==> src/rtl/sram_arbiter_pkg.sv <==
// Shared encodings for the SRAM arbiter: response-owner tags and priority-FSM states.
// Also provides the wait-counter width helper used by the priority FSM.
package sram_arbiter_pkg;

   typedef enum logic [1:0] {
      OWN_NONE = 2'd0,
      OWN_IF   = 2'd1,
      OWN_DM   = 2'd2
   } owner_t;

   typedef enum logic {
      DATA_PRI = 1'b0,
      INST_PRI = 1'b1
   } prio_state_t;

   function automatic int wait_cnt_width(input int max_wait);
      return $clog2(max_wait) + 1;
   endfunction

endpackage

==> src/rtl/sram_arbiter_arb_prio_fsm.sv <==
// Priority FSM: data side wins conflicts until fetch has been denied MAX_WAIT times in a row.
// Latency: if_prio is registered and changes the cycle after the deciding denial/grant.
// Backpressure: none; it only observes request/grant activity.
module arb_prio_fsm
   import sram_arbiter_pkg::*;
#(
   parameter int MAX_WAIT = 4
) (
   input  logic clk,
   input  logic rst,
   input  logic if_req,
   input  logic dm_req,
   input  logic if_gnt,
   output logic if_prio
);

   localparam int CNT_W = wait_cnt_width(MAX_WAIT);
   localparam logic [CNT_W-1:0] LAST_DENIAL = CNT_W'(MAX_WAIT - 1);

   prio_state_t      state;
   logic [CNT_W-1:0] wait_cnt;
   logic             if_denied;

   // A fetch can only lose to the data side, so a denial always coincides with dm_req.
   assign if_denied = if_req & dm_req & ~if_gnt;

   always_ff @(posedge clk) begin
      if (rst) begin
         state    <= DATA_PRI;
         wait_cnt <= '0;
         if_prio  <= 1'b0;
      end else begin
         if (if_gnt) begin
            wait_cnt <= '0;
         end else if (if_denied && (wait_cnt != '1)) begin
            wait_cnt <= wait_cnt + CNT_W'(1);
         end

         case (state)
            DATA_PRI: begin
               if (if_denied && (wait_cnt == LAST_DENIAL)) begin
                  state   <= INST_PRI;
                  if_prio <= 1'b1;
               end
            end
            INST_PRI: begin
               if (if_gnt) begin
                  state   <= DATA_PRI;
                  if_prio <= 1'b0;
               end
            end
            default: begin
               state   <= DATA_PRI;
               if_prio <= 1'b0;
            end
         endcase
      end
   end

endmodule

==> src/rtl/sram_arbiter.sv <==
// Shares one single-port SRAM between fetch and data ports; optional ARB_PERF_CNT_EN adds perf counters.
// Latency: grant combinational, read data/rvalid one cycle after grant; 1 access/cycle throughput.
// Backpressure: loser is held off by withholding its gnt; stallreq_arb flags any waiting request.
module sram_arbiter
   import sram_arbiter_pkg::*;
#(
   parameter int ADDR_W   = 64,
   parameter int DATA_W   = 64,
   parameter int MAX_WAIT = 4
) (
   input  logic                clk,
   input  logic                rst,
   input  logic                if_req,
   input  logic [ADDR_W-1:0]   if_addr,
   output logic                if_gnt,
   output logic                if_rvalid,
   output logic [DATA_W-1:0]   if_rdata,
   input  logic                dm_req,
   input  logic [DATA_W/8-1:0] dm_we,
   input  logic [ADDR_W-1:0]   dm_addr,
   input  logic [DATA_W-1:0]   dm_wdata,
   output logic                dm_gnt,
   output logic                dm_rvalid,
   output logic [DATA_W-1:0]   dm_rdata,
   output logic                mem_en,
   output logic [DATA_W/8-1:0] mem_we,
   output logic [ADDR_W-1:0]   mem_addr,
   output logic [DATA_W-1:0]   mem_wdata,
   input  logic [DATA_W-1:0]   mem_rdata,
   output logic                stallreq_arb
`ifdef ARB_PERF_CNT_EN
   ,
   output logic [63:0]         perf_conflict,
   output logic [63:0]         perf_if_stall
`endif
);

   logic   if_prio;
   owner_t owner;
   logic   dm_wr_q;

   arb_prio_fsm #(.MAX_WAIT(MAX_WAIT)) u_prio_fsm (
      .clk     (clk),
      .rst     (rst),
      .if_req  (if_req),
      .dm_req  (dm_req),
      .if_gnt  (if_gnt),
      .if_prio (if_prio)
   );

   assign if_gnt = ~rst & if_req & (~dm_req | if_prio);
   assign dm_gnt = ~rst & dm_req & ~(if_req & if_prio);

   assign stallreq_arb = (if_req & ~if_gnt) | (dm_req & ~dm_gnt);

   assign mem_en    = if_gnt | dm_gnt;
   assign mem_we    = dm_gnt ? dm_we : '0;
   assign mem_addr  = dm_gnt ? dm_addr : (if_gnt ? if_addr : '0);
   assign mem_wdata = dm_gnt ? dm_wdata : '0;

   always_ff @(posedge clk) begin
      if (rst) begin
         owner   <= OWN_NONE;
         dm_wr_q <= 1'b0;
      end else begin
         owner   <= if_gnt ? OWN_IF : (dm_gnt ? OWN_DM : OWN_NONE);
         dm_wr_q <= dm_gnt & (|dm_we);
      end
   end

   // Gating with rst drops a response that would land in a reset cycle.
   assign if_rvalid = ~rst & (owner == OWN_IF);
   assign dm_rvalid = ~rst & (owner == OWN_DM);
   assign if_rdata  = if_rvalid ? mem_rdata : '0;
   assign dm_rdata  = (dm_rvalid & ~dm_wr_q) ? mem_rdata : '0;

`ifdef ARB_PERF_CNT_EN
   always_ff @(posedge clk) begin
      if (rst) begin
         perf_conflict <= '0;
         perf_if_stall <= '0;
      end else begin
         if (if_req && dm_req && (perf_conflict != '1)) perf_conflict <= perf_conflict + 64'd1;
         if (if_req && !if_gnt && (perf_if_stall != '1)) perf_if_stall <= perf_if_stall + 64'd1;
      end
   end
`endif

endmodule

==> config.mk <==
export PLATFORM = sky130hd
export DESIGN_NAME = sram_arbiter
export DESIGN_NICKNAME = d
export VERILOG_FILES = /design/src/rtl/sram_arbiter_pkg.sv /design/src/rtl/sram_arbiter_arb_prio_fsm.sv /design/src/rtl/sram_arbiter.sv
export SDC_FILE = /design/constraint.sdc
export NUM_CORES = 1
export LEC_CHECK = 0
export BUFFER_PORTS_ARGS = -buffer_cell sky130_fd_sc_hd__buf_2
export CAP_MARGIN = 10
export CORE_AREA = 8 8 201 203
export CTS_CLUSTER_SIZE = 14
export DETAILED_ROUTE_END_ITERATION = 8
export DIE_AREA = 0 0 209 211
export PLACE_DENSITY = 0.42
export SLEW_MARGIN = 10
export SYNTH_ARGS = -nofsm -noshare
export SYNTH_HDL_FRONTEND = slang
export SYNTH_HIERARCHICAL = 1
export SYNTH_SLANG_ARGS = --single-unit
==> constraint.sdc <==
create_clock -name clk -period 2.66 [get_ports clk]
set_input_delay 0.133 -clock clk [delete_from_list [all_inputs] [get_ports clk]]
set_output_delay 0.133 -clock clk [all_outputs]
set_load 0.02 [all_outputs]
==> impl_metrics.py, run 1 <==
metrics = {
    "run_status": {
        "outcome": "finished, final reports clean",
    },
    "die": {
        "rows": 71,
        "num_io_pins": 538,
        "die_w_um": 209,
        "start_util_pct": 6.87,
        "core_area_um2": 37100,
        "die_area_um2": 44100,
        "die_h_um": 211,
    },
    "pwr": {
        "power_frac_seq_pct": 10.7,
        "powerDensity_nw_per_um2": 204,
        "p_sw_share_pct": 44.8,
        "power.leakage_nw": 3.59,
        "ir_worst_vdd_v": 0.000139,
        "p_clk_share_pct": 21.4,
        "p_comb_share_pct": 67.8,
        "p_int_mw": 0.650,
        "p_sw_mw": 0.529,
    },
    "worst_setup_path": {
        "critPathLaunchType": "flop",
        "cp.required_ns": 2.53,
        "worstPathArrival_ns": 2.05,
        "crit_type": "reg -> out",
        "cp-end-kind": "output pin",
        "path_max_fanout": 60,
    },
    "place": {
        "place.detailed.hpwl_um": 26400,
        "post_dp_cell_area_um2": 5680,
        "port_buffers": 537,
        "place_inst": 1323,
        "gp_congestion": 0.904,
    },
    "clock_network": {
        "clockRootBuffer": "clkbuf_16",
        "cts_tree": "built",
        "clk_pin_slew_ns": 0.04,
        "cts_setup_buffers": 0,
        "worstSkewPairLatency_ns": 0.23,
        "ctsHoldBuffers": 0,
        "clockBufferDepth": 2,
        "cts_num_sinks": 8,
        "cts_buffers": 3,
        "cts_resized": 0,
        "htree_levels": 1,
    },
    "routing": {
        "drtPass1Iterations": 4,
        "route.detailed.wl_per_inst_um": 21.5,
        "totalWireLength_um": 28600,
        "drt_iter0_drc": 246,
        "final_antenna_net_count": 0,
        "drc": 0,
        "dr_total_vias": 4727,
        "via_per_inst": 3.55,
    },
    "layout": {
        "nNetsFinal": 1125,
        "drive_gt1_share_pct": 71.7,
        "final_design_area_no_fill_um2": 5770,
        "final-instance-count-excl-fill": 1331,
        "area_growth_pct": 126,
        "fill_cells": 4323,
        "final_util_pct": 15.5,
    },
    "global_route": {
        "grt_overflow_total": 0,
        "grt_pass1_vias": 4962,
        "grt_pass1_wl_um": 38400,
        "antenna_found_initial": 19,
        "grt_start_max_net_pins": 139,
        "grtUsageTotal_pct": 11.8,
    },
    "timing": {
        "setup_viol": 0,
        "final.period_utilization_pct": 81.9,
        "tns_ns": 0,
        "tightest_slew_ns": 0.754,
        "relSlewSlack_pct": 49.7,
        "finClkSkew_ns": 0.00234,
        "hold_viol_final": 0,
        "fmax_ghz": 0.459,
        "hold_ws_ns": 0.224,
        "grt_setup_unrepaired": "no",
        "finalMaxSlewViolations": 0,
        "min_period_ns": 2.18,
    },
    "synth": {
        "yosysTopAreaCell": "and2_1",
        "synth_area_leaders": "and2_1 (35%), a22o_1 (22%), and2_2 (17%), dfxtp_1 (6.3%), clkbuf_2 (3.5%)",
        "ys_ff_latch": 8,
        "syn-instance-count": 346,
        "synthesis.area_um2": 2550,
        "synth_top_area_share_pct": 35.0,
        "yosysSeqAreaShare_pct": 6.27,
        "ys_warn_count": 6,
        "post_synth_num_cell_types": 29,
        "syn_avg_cell_area_um2": 7.38,
        "syn_nets": 617,
    },
    "job": {
        "max_cap_viol_count": 0,
    },
    "worst_hold_path": {
        "min_path_type": "in -> reg",
    },
}
## flip-flops by register name, indices dropped and copies added (netlist names)
register             flops
dm_wr_q                  1
u_prio_fsm/if_prio       1
owner                    2
u_prio_fsm/wait_cnt      3
u_prio_fsm/state         1
## power groups by stage
stage          logic (mW)  clock network [mW]  registers [mW]
2_1_floorplan       0.378                   0           0.128
3_3_place_gp        0.816                   0           0.128
3_5_place_dp        0.819                   0           0.128
4_1_cts             0.821               0.260           0.126
5_1_grt             0.857               0.263           0.127
6_report            0.800               0.253           0.126
## cell usage in the layout, fill, tap and decap left out, types with 2 or more instances in the layout
cell and instances:
buf_2 537, and2_1 143, a22o_1 64, and2_2 57, dfxtp_1 8, diode_2 5
nor3b_1 4, inv_1 3, nor2_1 3, clkbuf_16 3, buf_4 3, mux2_4 3
nor3_1 3, ha_1 3, nor3b_2 2, nor4_1 2
## cell usage after synthesis
library cell / number
a211oi_1: 1
nor3b_1: 5
a22o_1: 64
nand3_1: 1
o22ai_1: 1
and2_1: 143
clkbuf_1: 4
inv_1: 3
a21oi_1: 1
a21boi_1: 1
nor3_1: 3
mux2_4: 3
a211oi_2: 1
a31oi_1: 1
nor4_1: 2
dfxtp_1: 8
and2_2: 57
buf_2: 7
buf_6: 2
nor2_1: 3
a21bo_2: 1
nor3b_2: 1
or3_1: 1
o211a_1: 2
clkbuf_2: 18
and2b_2: 1
and4bb_4: 1
ha_1: 3
buf_4: 7
## critical path, cell delays in order, from the launching register on
cell and delay [ns]:
dfxtp_1 0.43, o211a_4 0.65, buf_4 0.33, a22o_1 0.16, buf_2 0.17
## cells by family after synthesis
kind of cell	synth area share, %
compound gates	24.9
flops	6.27
mux	1.76
simple gates	56.7
buf+inv	8.87
fa+ha+maj	1.47
## worst paths after layout
path | from | cells after the start | slack, ns | endpoint
setup / recovery | u_prio_fsm/if_prio | 4 | 0.48 | mem_addr[47]
hold / removal | dm_req | 3 | 0.22 | u_prio_fsm/if_prio
setup reg to reg | u_prio_fsm/if_prio | 3 | 0.84 | u_prio_fsm/wait_cnt[0]
hold reg to reg | u_prio_fsm/state | 2 | 0.56 | u_prio_fsm/state
## routing by layer
metal	wire length [µm]	part of all wire, %	vias up	GRT usage (%)
met4	743	2.6	20	2.75
li1	-	-	2187	-
met3	3200	11	47	5.13
met5	115	0.40	-	0
met2	14400	50	372	22.0
met1	10200	36	2101	12.2
## metrics by stage
stage               power (mW)  setup WS, ns
finish                    1.18         0.481
global route              1.25         0.343
CTS                       1.21         0.463
detailed placement       0.948         0.706
global placement         0.944         0.741
floorplan                0.506         0.897
## layout make-up
cell class	count	area (µm²)	share of cell area [%]
repair buffers	541	2730	47.3
multi-input cells	297	2190	37.9
well taps	474	593	10.3
flip-flops and latches	8	160	2.78
clock buffers	3	75.1	1.30
diodes	5	12.5	0.217
inverters	3	11.3	0.195
(Power assumes the default switching activity.)
==> inputs of run 2 (changes only) <==
CORE_AREA = 8 8 205 207   (was 8 8 201 203)
DIE_AREA = 0 0 213 215   (was 0 0 209 211)
clock period = 1.97 ns   (was 2.66 ns; I/O delays follow)
==> impl_metrics.py, run 2 (synthesized netlist as in run 1, its figures left out) <==
metrics = {
    "clock_network": {
        "clockRootBuffer": "clkbuf_16",
        "cts_setup_buffers": 1,
        "clk_pin_slew_ns": 0.04,
        "cts_buffers": 3,
        "worstSkewPairLatency_ns": 0.23,
        "cts_num_sinks": 8,
        "cts_tree": "built",
        "cts_resized": 0,
        "ctsHoldBuffers": 0,
        "htree_levels": 1,
        "clockBufferDepth": 2,
    },
    "routing": {
        "drt_iter0_drc": 202,
        "drtPass1Iterations": 4,
        "via_per_inst": 3.31,
        "final_antenna_net_count": 0,
        "totalWireLength_um": 26100,
        "drc": 0,
        "route.detailed.wl_per_inst_um": 18.8,
        "dr_total_vias": 4578,
    },
    "layout": {
        "drive_gt1_share_pct": 71.9,
        "final_util_pct": 15.3,
        "largest_register": "u_prio_fsm/wait_cnt",
        "largest_reg_flops": 3,
        "nNetsFinal": 1130,
        "reg.largest.list": "u_prio_fsm/wait_cnt (3), owner (2)",
        "layout_common_cells": "buf_2 (537), and2_1 (143), a22o_1 (64)",
        "final_common_cell": "buf_2",
        "final-instance-count-excl-fill": 1384,
        "area_growth_pct": 133,
    },
    "timing": {
        "relSlewSlack_pct": 79.6,
        "setup_viol": 0,
        "hold_viol_final": 0,
        "finClkSkew_ns": 0.00113,
        "tightest_slew_ns": 0.306,
        "finalMaxSlewViolations": 0,
        "fmax_ghz": 0.541,
        "min_period_ns": 1.85,
        "final.period_utilization_pct": 93.8,
        "tns_ns": 0,
        "setup_slack_ns": 0.123,
        "grt_setup_unrepaired": "no",
    },
    "worst_setup_path": {
        "r2r-end": "u_prio_fsm/wait_cnt[1]",
        "cp.required_ns": 1.87,
        "cp-end-kind": "output pin",
        "path_max_fanout": 45,
        "rr_worst_depth": 4,
        "critPathLaunchType": "flop",
        "r2r_start": "u_prio_fsm/wait_cnt[0]",
        "worstPathArrival_ns": 1.75,
        "crit_type": "reg -> out",
        "r2r_setup_slack_ns": 0.46,
    },
    "pwr": {
        "powerDensity_nw_per_um2": 273,
        "p_clk_share_pct": 20.8,
        "power_mw": 1.63,
        "p_sw_mw": 0.725,
        "p_int_mw": 0.903,
        "power_frac_seq_pct": 10.5,
        "power.leakage_nw": 3.64,
        "ir_worst_vdd_v": 0.000195,
        "p_sw_share_pct": 44.5,
        "p_comb_share_pct": 68.7,
    },
    "global_route": {
        "grtUsageTotal_pct": 10.1,
        "grt_start_max_net_pins": 66,
        "grt_overflow_total": 0,
        "antenna_found_initial": 4,
        "grt_pass1_vias": 4748,
        "grt_pass1_wl_um": 34500,
    },
    "worst_hold_path": {
        "hp-start": "dm_we[7]",
        "hold_path_end": "dm_wr_q",
        "min_path_type": "in -> reg",
        "holdPathStages": 3,
    },
    "die": {
        "num_io_pins": 538,
        "rows": 73,
        "core_area_um2": 39000,
        "start_util_pct": 6.54,
        "die_area_um2": 45800,
        "die_h_um": 215,
        "die_w_um": 213,
    },
    "run_status": {
        "outcome": "finished, final reports clean",
    },
    "place": {
        "place.detailed.hpwl_um": 23800,
        "place_inst": 1377,
        "pre_cts_slack_ns": 0.240,
        "port_buffers": 537,
        "gp_congestion": 0.919,
    },
    "job": {
        "max_cap_viol_count": 0,
    },
}
-- run 2: cell types whose count changed in the layout (fill, tap and decap cells not counted) --
cell and change:
buf_4 -2, o211a_4 -1, o211a_2 +1, diode_2 -3, buf_12 +6, bufbuf_16 +1
-- run 2: stage by stage --
stage	area (µm²)	hold slack [ns]
final	5950	0.191
after global routing	5950	0.200
after CTS	5950	0.199
after detailed placement	5820	0.434
after global placement	5820	0.450
after floorplan	2550	0.177
-- run 2: routing by layer --
metal  up-vias  global-route usage, %  routed length (µm)
met5         -                      0                  13
met4         2                  0.989                 208
met3        12                   3.65                3310
li1       2191                      -                   -
met1      2016                   11.6               10200
met2       357                   18.3               12300
-- run 2: worst max path at each step --
stage | start | end | slack [ns] | depth (start not counted)
2_1_floorplan | u_prio_fsm/if_prio | u_prio_fsm/wait_cnt[0] | 0.21 | 5
3_3_place_gp | u_prio_fsm/if_prio | mem_addr[62] | 0.26 | 4
3_5_place_dp | u_prio_fsm/if_prio | mem_addr[62] | 0.24 | 4
4_1_cts | u_prio_fsm/if_prio | mem_addr[62] | 0.08 | 5
5_1_grt | u_prio_fsm/if_prio | mem_addr[62] | 0.007 | 5
6_report | u_prio_fsm/if_prio | mem_addr[62] | 0.12 | 5
-- run 2: worst max-delay path, stage by stage (launching register included) --
cell and delay, ns:
dfxtp_1 0.35, a211oi_4 0.29, buf_12 0.16, buf_12 0.20, a22o_1 0.22, buf_2 0.26
-- run 2: power by group through the flow --
stage	combinational (mW)	clock [mW]	sequential [mW]
3_3_place_gp	1.12	0	0.173
4_1_cts	1.14	0.344	0.171
3_5_place_dp	1.12	0	0.173
6_report	1.12	0.339	0.171
5_1_grt	1.19	0.357	0.171
2_1_floorplan	0.510	0	0.172
-- run 2: layout make-up --
type / count / area (µm²)
Antenna cell: 2 / 5.00
Timing Repair Buffer: 546 / 2870
Fill cell: 4489 / 33000
Multi-Input combinational cell: 297 / 2180
Inverter: 3 / 11.3
Tap cell: 525 / 657
Clock buffer: 3 / 75.1
Sequential cell: 8 / 160
